## src/rtl/axi_sram_bridge.sv

```systemverilog
// AXI4 slave to single-port SRAM bridge serving one INCR word burst at a time.
// Optional macro AXI_SRAM_BRIDGE_SLVERR_EN: beats beyond RAM_SIZE answer SLVERR instead of wrapping.
module axi_sram_bridge #(
  parameter int AXI_ADDR_WIDTH = 32,
  parameter int AXI_DATA_WIDTH = 32,
  parameter int AXI_ID_WIDTH   = 4,
  parameter int RAM_SIZE       = 32768,
  parameter int OFFSET_WIDTH   = 20,
  localparam int MEM_ADDR_WIDTH = $clog2(RAM_SIZE/4)
) (
  input  logic                      clk,
  input  logic                      rst_n,
  input  logic                      aw_valid,
  output logic                      aw_ready,
  input  logic [AXI_ADDR_WIDTH-1:0] aw_addr,
  input  logic [7:0]                aw_len,
  input  logic [AXI_ID_WIDTH-1:0]   aw_id,
  input  logic                      w_valid,
  output logic                      w_ready,
  input  logic [AXI_DATA_WIDTH-1:0] w_data,
  input  logic [3:0]                w_strb,
  input  logic                      w_last,
  output logic                      b_valid,
  input  logic                      b_ready,
  output logic [AXI_ID_WIDTH-1:0]   b_id,
  output logic [1:0]                b_resp,
  input  logic                      ar_valid,
  output logic                      ar_ready,
  input  logic [AXI_ADDR_WIDTH-1:0] ar_addr,
  input  logic [7:0]                ar_len,
  input  logic [AXI_ID_WIDTH-1:0]   ar_id,
  output logic                      r_valid,
  input  logic                      r_ready,
  output logic [AXI_DATA_WIDTH-1:0] r_data,
  output logic [1:0]                r_resp,
  output logic [AXI_ID_WIDTH-1:0]   r_id,
  output logic                      r_last,
  output logic                      mem_req,
  output logic                      mem_we,
  output logic [MEM_ADDR_WIDTH-1:0] mem_addr,
  output logic [AXI_DATA_WIDTH-1:0] mem_wdata,
  output logic [3:0]                mem_be,
  input  logic [AXI_DATA_WIDTH-1:0] mem_rdata,
  output logic [1:0]                dbg_state
);

  localparam int WORD_W = OFFSET_WIDTH - 2;

  localparam logic [1:0] S_IDLE  = 2'd0;
  localparam logic [1:0] S_WRITE = 2'd1;
  localparam logic [1:0] S_WRESP = 2'd2;
  localparam logic [1:0] S_READ  = 2'd3;

  // Handshake rule on every channel: a transfer happens on a rising clk edge
  // where valid and ready are both high; valid never waits on ready.

  logic [1:0]                r_state;
  logic                      r_prio_w;
  logic [WORD_W-1:0]         r_word;
  logic [7:0]                r_cnt;
  logic                      r_rdone;
  logic [AXI_ID_WIDTH-1:0]   r_id_b;
  logic [AXI_ID_WIDTH-1:0]   r_id_r;
  logic                      r_werr;
  logic                      r_infl;
  logic                      r_infl_last;
  logic                      r_infl_err;
  logic [AXI_DATA_WIDTH-1:0] r_buf_data [2];
  logic                      r_buf_last [2];
  logic                      r_buf_err  [2];
  logic                      r_wptr;
  logic                      r_rptr;
  logic [1:0]                r_bcnt;

  logic       w_idle;
  logic       w_aw_grant;
  logic       w_ar_grant;
  logic       w_oob;
  logic       w_wbeat;
  logic       w_pop;
  logic [2:0] w_occ;
  logic       w_rissue;

  assign w_idle     = (r_state == S_IDLE);
  assign w_aw_grant = w_idle && aw_valid && (!ar_valid || r_prio_w);
  assign w_ar_grant = w_idle && ar_valid && (!aw_valid || !r_prio_w);

`ifdef AXI_SRAM_BRIDGE_SLVERR_EN
  // The word counter keeps the full offset, so anything past the RAM is visible here.
  assign w_oob = (32'(r_word) >= 32'(RAM_SIZE/4));
`else
  assign w_oob = 1'b0;
`endif

  assign w_wbeat  = (r_state == S_WRITE) && w_valid;
  assign w_pop    = r_valid && r_ready;
  // A beat leaving this cycle frees its slot, which keeps reads at one per cycle.
  assign w_occ    = {2'b00, r_infl} + {1'b0, r_bcnt} - {2'b00, w_pop};
  assign w_rissue = (r_state == S_READ) && !r_rdone && (w_occ < 3'd2);

  assign aw_ready  = w_aw_grant;
  assign ar_ready  = w_ar_grant;
  assign w_ready   = (r_state == S_WRITE);
  assign b_valid   = (r_state == S_WRESP);
  assign b_id      = r_id_b;
  assign b_resp    = {r_werr, 1'b0};
  assign r_valid   = (r_bcnt != 2'd0);
  assign r_data    = r_buf_data[r_rptr];
  assign r_last    = r_buf_last[r_rptr];
  assign r_resp    = {r_buf_err[r_rptr], 1'b0};
  assign r_id      = r_id_r;
  assign mem_req   = (w_wbeat || w_rissue) && !w_oob;
  assign mem_we    = (r_state == S_WRITE);
  assign mem_addr  = r_word[MEM_ADDR_WIDTH-1:0];
  assign mem_wdata = mem_we ? w_data : '0;
  assign mem_be    = mem_we ? w_strb : 4'b0000;
  assign dbg_state = r_state;

  always_ff @(posedge clk or negedge rst_n) begin
    if (!rst_n) begin
      r_state       <= S_IDLE;
      r_prio_w      <= 1'b1;
      r_word        <= '0;
      r_cnt         <= '0;
      r_rdone       <= 1'b1;
      r_id_b        <= '0;
      r_id_r        <= '0;
      r_werr        <= 1'b0;
      r_infl        <= 1'b0;
      r_infl_last   <= 1'b0;
      r_infl_err    <= 1'b0;
      r_buf_data[0] <= '0;
      r_buf_data[1] <= '0;
      r_buf_last[0] <= 1'b0;
      r_buf_last[1] <= 1'b0;
      r_buf_err[0]  <= 1'b0;
      r_buf_err[1]  <= 1'b0;
      r_wptr        <= 1'b0;
      r_rptr        <= 1'b0;
      r_bcnt        <= 2'd0;
    end else begin
      r_infl      <= w_rissue;
      r_infl_last <= w_rissue && (r_cnt == 8'd0);
      r_infl_err  <= w_rissue && w_oob;
      // SRAM data is valid the cycle after the request; capture it then.
      if (r_infl) begin
        r_buf_data[r_wptr] <= r_infl_err ? '0 : mem_rdata;
        r_buf_last[r_wptr] <= r_infl_last;
        r_buf_err[r_wptr]  <= r_infl_err;
        r_wptr             <= ~r_wptr;
      end
      if (w_pop) begin
        r_rptr <= ~r_rptr;
      end
      r_bcnt <= r_bcnt + {1'b0, r_infl} - {1'b0, w_pop};

      case (r_state)
        S_IDLE: begin
          if (w_aw_grant) begin
            r_state  <= S_WRITE;
            r_word   <= aw_addr[OFFSET_WIDTH-1:2];
            r_cnt    <= aw_len;
            r_id_b   <= aw_id;
            r_werr   <= 1'b0;
            r_prio_w <= 1'b0;
          end else if (w_ar_grant) begin
            r_state  <= S_READ;
            r_word   <= ar_addr[OFFSET_WIDTH-1:2];
            r_cnt    <= ar_len;
            r_id_r   <= ar_id;
            r_rdone  <= 1'b0;
            r_prio_w <= 1'b1;
          end
        end
        S_WRITE: begin
          if (w_wbeat) begin
            r_word <= r_word + 1'b1;
            r_werr <= r_werr || w_oob;
            if (r_cnt == 8'd0) begin
              r_state <= S_WRESP;
            end else begin
              r_cnt <= r_cnt - 8'd1;
            end
          end
        end
        S_WRESP: begin
          if (b_ready) begin
            r_state <= S_IDLE;
          end
        end
        S_READ: begin
          if (w_rissue) begin
            r_word <= r_word + 1'b1;
            if (r_cnt == 8'd0) begin
              r_rdone <= 1'b1;
            end else begin
              r_cnt <= r_cnt - 8'd1;
            end
          end
          if (w_pop && r_last) begin
            r_state <= S_IDLE;
          end
        end
        default: r_state <= S_IDLE;
      endcase
    end
  end

endmodule

```

## config.mk

```make
export PLATFORM = sky130hd
export DESIGN_NAME = axi_sram_bridge
export DESIGN_NICKNAME = d
export VERILOG_FILES = /design/src/rtl/axi_sram_bridge.sv
export SDC_FILE = /design/constraint.sdc
export NUM_CORES = 1
export LEC_CHECK = 0
export CAP_MARGIN = 20
export CORE_ASPECT_RATIO = 2
export CORE_MARGIN = 2
export CORE_UTILIZATION = 30
export DETAILED_ROUTE_END_ITERATION = 12
export HOLD_SLACK_MARGIN = 0.15
export PLACE_DENSITY = 0.72
export SETUP_SLACK_MARGIN = 0.1
export SLEW_MARGIN = 10
export SYNTH_ARGS = -nofsm -noshare
export SYNTH_HDL_FRONTEND = slang
export SYNTH_SLANG_ARGS = --single-unit
```

## constraint.sdc

```tcl
create_clock -name clk -period 2.8 [get_ports clk]
set_clock_uncertainty 0.2 [all_clocks]
set_input_delay 0.42 -clock clk [delete_from_list [all_inputs] [get_ports clk]]
set_output_delay 0.42 -clock clk [all_outputs]
set_load 0.1 [all_outputs]
```

* Yosys cells after proc, flatten, opt, wreduce, memory -nomap -nowiden
Cells that the tools add are included.
** Word-level totals
- Output and inout bits :: 103
- RAM bits :: 0
- Memory bits (read-only) :: 0
- Bits of input ports :: 164
- Register bits :: 112
- Bits in latches :: 0
- Word-level logic and storage cells :: 119
- Memories :: 0
** Cells by class
- Bitwise gates (word level) :: 7
- $lt $le $gt $ge :: 4
- Shift-type cells :: 0
- Div/mod/pow operators :: 0
- Mux-type cells :: 42
- Eq/ne operators :: 12
- Add/subtract/negate cells :: 6
- Multipliers :: 0
- Reductions and logical operators :: 30
** Operator list (count)
- 32-bit 2-to-1 mux :: 5
- 18-bit 2-to-1 mux :: 4
- 64-bit bitwise mux :: 1
- 18-bit one-hot mux with 3 select lines :: 1
- 8-bit 2-to-1 mux :: 5
- 32-bit demux with 1-bit select :: 1
- 8-bit one-hot mux with 3 select lines :: 1
- 18-bit by 1-bit adder with 18-bit output (second input constant) :: 1
- 1-bit 2-to-1 mux :: 13
- 2-bit 2-to-1 mux :: 6
- 1-bit logical AND :: 11
- 2-bit by 1-bit != test with 1-bit output (second input constant) :: 5
- 5-bit AND reduction :: 2
- 8-bit zero test :: 1
- 2-bit one-hot mux with 4 select lines :: 1
- 8-bit by 1-bit subtractor with 8-bit output (second input constant) :: 1
- 2-bit != test (second input constant) :: 3
- 2-bit nonzero test :: 3
- 2-bit equality test (second input constant) :: 2
- 2-bit >= comparator (second input constant) :: 2
- 1-bit zero test :: 4
- 4-bit 2-to-1 mux :: 1
- 1-bit inverter with 2-bit output :: 2
- 2-bit AND reduction :: 2
- other kinds (19) :: 23

* Depth between registers and ports, before layout
Gate-level depths: netlist (run 1).
- Depth in word-level cells :: 7
- Gate-level depth with buffers :: 11
- Depth with buffers taken out :: 10

* Least setup slack after synthesis (run 1)
Ideal clock, no wire load.
- Path kind :: register -> register
- Start point :: register r_bcnt[1]
- End point :: register r_cnt[5]
- Library setup time :: 124 ps
- Data required time :: 2476 ps
- Path buffers :: 0
- Data arrival time :: 4029 ps
- Cell stages (with the launch flop) :: 11
- Slack :: -1553 ps
- Cell sequence :: dfrtp_1 -> o21ai_0 -> inv_1 -> ha_1 -> inv_1 -> ha_1 -> fa_1 -> nand4bb_1 -> o2bb2ai_1 -> and3_1 -> nor3_1
** On the way
- Longest elaborated chain between the ends :: 7
- Elaborated cells between the ends (all ways) :: 8
** RTL lines
- start, declared :: line 73 : logic [1:0] r_bcnt;
- start signal, assigned :: line 155 : r_bcnt <= r_bcnt + {1'b0, r_infl} - {1'b0, w_pop};
- 2-bit nonzero test :: line 107 : assign r_valid = (r_bcnt != 2'd0);
- 1-bit logical AND :: line 96 : assign w_pop = r_valid && r_ready;
- via w_pop :: line 80 : logic w_pop;
- 3-bit by 1-bit subtractor with 3-bit output :: line 98 : assign w_occ = {2'b00, r_infl} + {1'b0, r_bcnt} - {2'b00, w_pop};
- via w_occ[1] :: line 81 : logic [2:0] w_occ;
- 3-bit by 2-bit less-than comparator with 1-bit output :: line 99 : assign w_rissue = (r_state == S_READ) && !r_rdone && (w_occ < 3'd2);
- 1-bit logical AND :: line 99
- 2-bit != test (no source line)
- 4-bit AND reduction (no source line)
- end signal, assigned :: line 162 : r_cnt <= aw_len;
- end signal, assigned :: line 169 : r_cnt <= ar_len;
- end signal, assigned :: line 182 : r_cnt <= r_cnt - 8'd1;
- end, declared :: line 60 : logic [7:0] r_cnt;
The timed path passes the listed nets, and every way through them passes these cells.
A chain may end at the register's enable or synchronous reset.

* Final worst setup path (run 1)
- Start point :: register r_bcnt[0]
- End point :: output mem_req
** On the way
- Longest elaborated chain between the ends :: 6
- Elaborated cells between the ends (all ways) :: 7
** RTL lines
- 2-bit nonzero test :: line 107
- 1-bit logical AND :: line 96
- via w_pop :: line 80
- 3-bit by 1-bit subtractor with 3-bit output :: line 98
- via w_occ[1] :: line 81
- 3-bit by 2-bit less-than comparator with 1-bit output :: line 99
- 1-bit logical AND :: line 99
- 1-bit logical OR :: line 112 : assign mem_req = (w_wbeat || w_rissue) && !w_oob;
- end, declared :: line 38 : output logic mem_req,
The timed path passes the listed nets, and every way through them passes these cells.

==> results of run 1 <==
[layer usage]
layer / vias to the layer above / share of wire, % / global-route usage, %
met5: - / 0 / 0
met4: 0 / 3.3 / 7.10
met3: 33 / 4.7 / 3.64
met2: 173 / 58 / 33.2
met1: 2329 / 34 / 17.0
li1: 2199 / - / -
[sequential cells by signal (all words and copies together), names as in the netlist]
signal	flops
r_id	4
r_buf_last	2
r_word	13
r_buf_data	64
r_infl_last	1
r_prio_w	1
r_wptr	1
r_bcnt	2
dbg_state	2
b_id	4
r_cnt	8
r_infl	1
r_buf_err	2
r_rdone	1
r_rptr	1
[path summary, 6_finish.rpt]
path / slack, ps / endpoint / cells after the start
setup reg to reg: -270 / r_cnt[3] / 14
hold reg to reg: 290 / r_buf_err[0] / 1
hold / removal: 290 / r_buf_err[0] / 1
min in group asynchronous: 410 / r_buf_data[15] / 2
setup / recovery: -330 / mem_req / 9
max in group asynchronous: 1190 / r_prio_w / 3
[worst max-delay path, delay by kind of cell (launching register included)]
family | cells | cell delay, ps
flip-flops | 1 | 390
AO/OA/AOI/OAI | 2 | 340
AND/OR/NAND/NOR | 1 | 240
buffers and inverters | 3 | 290
adder cells (fa/ha/maj) | 3 | 900
[cell type report]
class,count,area [um2]
fillers,1559,8730
clock inverters,5,43.8
repair buffers,254,3290
diodes,1,2.50
multi-input cells,323,2980
flip-flops and latches,107,2690
well taps,216,270
clock buffers,11,243
inverters,16,60.1
[timing repair]
action	CTS	global route
hold buffers	1	0
pin swaps	16	7
gates resized for setup	32	11
gates cloned	3	0
setup endpoints to repair	22	24
setup buffers	4	3
endpoints found under the hold margin	38	0
[cells in the mapped netlist, types with 3 or more instances]
cell and number:
sky130_fd_sc_hd__nand2b_1 6, sky130_fd_sc_hd__o221ai_1 4, sky130_fd_sc_hd__nor2b_1 5, sky130_fd_sc_hd__a211o_1 4, sky130_fd_sc_hd__mux2_2 108, sky130_fd_sc_hd__and2_1 37
sky130_fd_sc_hd__a211oi_1 3, sky130_fd_sc_hd__o21ai_0 13, sky130_fd_sc_hd__nor2_1 8, sky130_fd_sc_hd__a311oi_1 4, sky130_fd_sc_hd__nor4_1 3, sky130_fd_sc_hd__nand3_1 6
sky130_fd_sc_hd__buf_6 3, sky130_fd_sc_hd__clkbuf_1 8, sky130_fd_sc_hd__nand2_1 13, sky130_fd_sc_hd__nand4_1 5, sky130_fd_sc_hd__o22ai_1 13, sky130_fd_sc_hd__dfrtp_1 105
sky130_fd_sc_hd__and3_1 12, sky130_fd_sc_hd__inv_1 16, sky130_fd_sc_hd__ha_1 5, sky130_fd_sc_hd__a21oi_1 10, sky130_fd_sc_hd__nor3_1 12, sky130_fd_sc_hd__buf_4 6
sky130_fd_sc_hd__buf_2 13
[kinds of logic (layout without fill, tap and decap cells)]
logic type | Yosys count | in the layout | synth area share, %
other | 1 | 4 | 0.0668
muxes | 108 | 108 | 21.7
buffers and inverters | 49 | 286 | 4.39
DFF | 107 | 107 | 47.8
and+or+nand+nor | 129 | 129 | 14.6
AOI/OAI and AO/OA | 73 | 74 | 9.57
xor gates and xnor gates | 3 | 3 | 0.468
adders and majority gates | 6 | 6 | 1.47
[per-stage QoR]
stage	worst slack (ps)	utilization, %	TNS (ps)
global route	-444	52.3	-7810
global placement	-425	49.0	-7990
detailed placement	-461	49.0	-8940
finish	-328	52.3	-5030
CTS	-368	51.8	-3080
floorplan	-164	-	-654
[layout by cell type, fill, tap and decap left out, types with 6 or more instances in the layout]
cell,n
sky130_fd_sc_hd__mux2_2,108
sky130_fd_sc_hd__buf_4,42
sky130_fd_sc_hd__and2_4,10
sky130_fd_sc_hd__and3_1,12
sky130_fd_sc_hd__nand2_1,12
sky130_fd_sc_hd__nand2b_1,6
sky130_fd_sc_hd__buf_12,81
sky130_fd_sc_hd__o22ai_1,12
sky130_fd_sc_hd__clkbuf_16,9
sky130_fd_sc_hd__a21oi_2,6
sky130_fd_sc_hd__nor3_1,8
sky130_fd_sc_hd__dfrtp_1,102
sky130_fd_sc_hd__clkdlybuf4s50_1,122
sky130_fd_sc_hd__o21ai_0,8
sky130_fd_sc_hd__inv_1,16
sky130_fd_sc_hd__nand3_1,6
sky130_fd_sc_hd__nor2_1,7
sky130_fd_sc_hd__and2_2,27
==> run summary, run 1 <==
The largest incremental delay on the critical path was 470 ps; the number of buffers created by CTS was 9. The worst hold path begins at r_buf_err[0]. The checks that failed: setup timing. After layout, the minimum clock period comes to 3130 ps. For the number of routed nets with antenna violations, the log shows 0. TritonCTS built the clock tree. Wires add up to 16800 um. In the routed layout, each cell is associated on average with a via count of 5.07. The signal on the critical path passes through o21ai_2, inv_1, ha_1, inv_1, ha_2, fa_1, nand4bb_4, o2bb2ai_4, buf_12. The number of remaining DRC errors was 0. The cell that appears most often on the critical path is sky130_fd_sc_hd__inv_1. The placer congestion estimate came out at 0.820.

The later pin in the worst-skew pair is clocked with a latency of 350 ps. The logs give 287 ps for the worst hold slack and 18300 um2 for the total core area. The clock input transition at the sequential cells of the worst setup and hold paths was 70 ps. After synthesis the netlist holds a flip-flop and latch count of 107.

For the starting DRC count in detailed routing, the log shows 118. The tools report the post-synthesis instance total as 476. Of all flip-flops after synthesis, the portion carrying an async set or reset was 100%. The type of element launching the critical path is a flop. The logs give 0 for the max capacitance violation total and 0 for the number of endpoints with negative hold slack in the final report. The number of max-slew violations in the final report is 0, and the number of warnings issued by yosys is 0.

The die is 197 um tall. Once layout is done, the placed cells without fillers occupy 9580 um2. Entering global routing, the biggest net connects 45 pins. The number of enable flip-flop cells after synthesis was 0; the placed wire-length estimate was 12200 um. The setup violation total in the final timing report came out at 23. The slowest stage of the critical path belongs to the cell sky130_fd_sc_hd__fa_1. The worst register-to-register path begins at r_bcnt[0]. Setup repair after global routing could not meet its margin everywhere. The floorplan step defined a die boundary enclosing 19900 um2. The number of placement rows was 70. 267 I/O pins were placed. The worst setup path is of the reg2out kind. At the pin with the least slew margin, the transition time is 641 ps.

Number of antenna violations at the first check in global routing: 0. In the final routed layout, each cell accounts on average for 18.0 um. The first TritonRoute pass finished after 5 iterations.

In this run the cell area measured after placement is 8970 um2. The cell sitting at the root of the clock tree is a sky130_fd_sc_hd__clkbuf_16. The top flip-flop cell by instance count after synthesis is sky130_fd_sc_hd__dfrtp_1. Buffers placed on the I/O ports in this run total 224. Ranked by total cell area, the synthesized netlist is headed by sky130_fd_sc_hd__dfrtp_1 47%, sky130_fd_sc_hd__mux2_2 22%, sky130_fd_sc_hd__and2_1 4.1%, sky130_fd_sc_hd__o22ai_1 1.4%, sky130_fd_sc_hd__and3_1 1.3%.

The synthesized area is 5610 um2. The worst path uses 112% of the clock period. Once the floorplan was initialized, standard cells occupied 30.7% of the core. The path class of the tightest hold or removal check is reg2reg. Chip width: 101 um. The average cell area after synthesis is 11.8 um2.

The area added between synthesis and finish came out at 70.6%. For the worst setup path, the data arrival time is 2510 ps. For the remaining global-route overflow, the log shows 0. The first global-routing pass estimated 26500 um of wire.

For the buffer depth of the longest clock path, the log shows 2. For the tightest slew margin relative to the limit, the log shows 56.9%. The clock sink total came out at 107.

The fraction of synthesized cell area taken by the top area cell type works out to 46.8%. The synthesized design spends more area on one cell type than any other, namely sky130_fd_sc_hd__dfrtp_1. The largest fanout of any net on the critical path was 2; the post-synthesis sequential area ratio was 47.8%. The fmax was 320 MHz; the via total after detailed routing was 4734. The netlist uses 65 different library cells. Across every metal layer, demand over resource in global routing totals 17.1%. The logs give 906 for the number of placed instances with taps included and 2180 ps for the data required time at the worst endpoint. The smallest setup slack after layout is -328 ps. STA classifies the critical path endpoint as an output pin.

At the end of the flow, the number of nets in the layout was 881. For the via count of the first global-routing pass, the log shows 5135. The share of layout cells above drive strength 1 came out at 47.6%.

For the maximum level of the CTS H-tree, the log shows 3. The run finished, with violations left. The tools report the post-layout instance count excluding filler cells as 933. Launch point of the critical path: r_bcnt[0].
Power of run 1 is left out: the tool's default activity adds up to more than one toggle a clock period on the data nets, which glitch-free logic cannot reach.
==> inputs of run 2 (changes only) <==
--- a/config.mk
+++ b/config.mk
@@ -7,7 +7,6 @@
 export LEC_CHECK = 0
 export CAP_MARGIN = 20
 export CORE_ASPECT_RATIO = 2
-export CORE_MARGIN = 2
 export CORE_UTILIZATION = 30
 export DETAILED_ROUTE_END_ITERATION = 12
 export HOLD_SLACK_MARGIN = 0.15
==> constraint.sdc (replaced) <==
create_clock -name clk -period 2.7 [get_ports clk]
set_clock_uncertainty 0.2 [all_clocks]
set_input_delay 0.405 -clock clk [delete_from_list [all_inputs] [get_ports clk]]
set_output_delay 0.405 -clock clk [all_outputs]
set_load 0.1 [all_outputs]
==> run 2 against run 1 <==
The run still ends with setup timing left. Critical endpoint unchanged. Sequential share of layout area is 0.37 points higher. Worst setup slack worse by 100 ps. Routed wire length is 2.3% lower. First-iteration DRC count is 16% higher. Flip-flop and latch count stayed put. Register-to-register slack worse by 60 ps. Cell count is 0.32% lower. Global-route usage is 0.21 points higher. Cell area is 1.3% lower. Hold slack worse by 6.6 ps. Critical path depth is 1 higher.
==> run summary, run 2 (same netlist as run 1, synthesis figures left out) <==
The number of placement rows is 70, and the number of flip-flops in the largest register is 64. Buffers placed on the I/O ports in this run total 224. I/O pin total: 267. For this configuration, the core starts out at a cell density of 30.7%. The tools report the number of max-slew violations in the final report as 0. Cells with a size suffix above 1 make up 45.4% of the layout. The diode insertion count for antenna repair is 0.

The endpoint class of the critical path was an output pin. The max capacitance violation total was 0; the via total after detailed routing was 4661. The first detailed-routing pass took 4 iterations. The total core area was 18300 um2. The cell that appears most often on the critical path is sky130_fd_sc_hd__inv_1. The run gives 0 as the number of antenna violations at the first check in global routing.

The tools report the type of element launching the critical path as a primary input. The arrival time reported for the critical path endpoint is 2530 ps. TritonCTS built the clock tree. Compared with the post-synthesis result, the final layout area differs by 68.5%. The number of filler cells placed in the layout was 1564; the clock input transition at the sequential cells of the worst setup and hold paths was 70 ps. In the layout the commonest cells are 123 x sky130_fd_sc_hd__clkdlybuf4s50_1, 108 x sky130_fd_sc_hd__mux2_2, 103 x sky130_fd_sc_hd__dfrtp_1. The clock tree synthesis step divided the H-tree into 3 levels. For met1 alone, demand over resource in global routing was 19.2%. The die is 98.7 um wide.

The layer flagged by global routing as most heavily used is met2. The number of endpoints with negative hold slack in the final report was 0; the number of routed nets with antenna violations was 0. The wire length per cell was 17.6 um; the y dimension of the die was 195 um. The final layout contains 879 nets. Placer congestion estimate: 0.825.

The checks that failed: setup timing. Detailed placement ended at an HPWL of 12300 um. The first global-routing pass estimated 26100 um of wire.

The ratio of final minimum period to clock period was 116%; the setup violation total in the final timing report was 22. The post-placement cell area came out at 8990 um2. For this run, the total global-route usage over all layers was measured as 17.3%. Counting the buffers created by CTS gives 9. Clock latency on the worst-skew pair, taken at its later pin, is 340 ps.

Class of the most critical setup path: in2out. The run finished, with violations left. The actual slew at the worst max-slew pin came out at 523 ps.

The detailed router finished its first iteration with 137 violations. The most frequent standard cell in the layout excluding fill and tap cells was sky130_fd_sc_hd__clkdlybuf4s50_1. STA puts the critical path data required time at 2100 ps.

The finished cells cover 9460 um2. After detailed routing, the number of remaining DRC violations is 0. Register bank with the most flops: r_buf_data. The tree is rooted in a sky130_fd_sc_hd__clkbuf_16. The tools report the post-detailed-routing wire length as 16400 um.

The min-delay analysis places its worst path in the category reg2reg. The die covers 19300 um2. Entering global routing, the biggest net connects 45 pins. Counting every sink on the clock net gives 107. The largest fanout of any net on the critical path is 2, and the fmax is 319 MHz. The post-route minimum period was 3130 ps; the smallest setup slack after layout was -431 ps. Global routing consumed, on the met2 layer, 32.7% of the routing resources. Walking the worst path, the cells encountered are clkdlybuf4s50_1, o21ai_2, inv_1, ha_1, inv_1, ha_2, fa_1, nand4bb_4, o2bb2ai_4, buf_12. Headroom to the max-slew limit came out at 64.9%. The run gives 0 as the remaining global-route overflow.

Setup repair after global routing could not meet its margin everywhere. Dividing the detail-routed via count by the number of cells gives 5.01. The largest incremental delay on the critical path was 460 ps. Global routing used 2.51% of the available met3 tracks. In the final layout, the registers with the most flip-flops are r_buf_data x64, r_word x13, r_cnt x8.

The via count of the first global-routing pass is 4942. The buffer depth of the longest clock path is 2. For this design, the slowest cell found on the critical path is sky130_fd_sc_hd__fa_1.
[run 2: repair_timing]
item,4_1_cts,5_1_grt
hold endpoints to repair,34,0
pin swaps,4,5
gates cloned,2,0
buffers inserted,6,2
hold buffers,1,0
gates resized for setup,4,5
endpoints found under the setup margin,22,28
[run 2: worst paths after layout]
kind | start | end | slack [ps] | cells past startpoint
setup / recovery | r_ready | mem_req | -430 | 10
hold / removal | r_buf_err[0] | r_buf_err[0] | 280 | 1
setup reg to reg | r_bcnt[0] | r_cnt[3] | -330 | 14
hold reg to reg | r_buf_err[0] | r_buf_err[0] | 280 | 1
max in group asynchronous | rst_n | r_buf_data[53] | 1130 | 3
min in group asynchronous | rst_n | r_word[0] | 380 | 2
[run 2: final cells by class]
class                           instances  area, um2  area share (%)
Clock buffer                           10        229            2.42
Multi-Input combinational cell        322       2870            30.4
Inverter                               16       63.8           0.675
Timing Repair Buffer                  253       3270            34.6
Sequential cell                       107       2690            28.4
Clock inverter                          6       56.3           0.595
Tap cell                              216        270            2.86
[run 2: metrics by stage]
stage	hold WS, ps	instances	worst slack [ps]	setup TNS (ps)	utilization [%]
after global placement	212	903	-486	-9240	49.1
final	280	930	-431	-6320	51.7
after detailed placement	215	903	-599	-10700	49.1
after CTS	286	928	-508	-6810	51.3
after floorplan	-90.6	478	-260	-1410	-
after global routing	315	930	-532	-9340	51.7
[run 2: worst max-delay path, delay by kind of cell]
family / cells / cell delay [ps]
adder cells (fa/ha/maj): 3 / 890
AO/OA/AOI/OAI: 2 / 280
buffers and inverters: 4 / 720
AND/OR/NAND/NOR: 1 / 230
[run 2: per-layer routing]
layer	up-vias	wire, um	share of wire (%)
met5	-	0	0
met4	0	490	3.0
met3	39	596	3.6
met2	160	9270	57
met1	2277	6030	37
li1	2185	-	-
Power of run 2 is left out for the same reason.
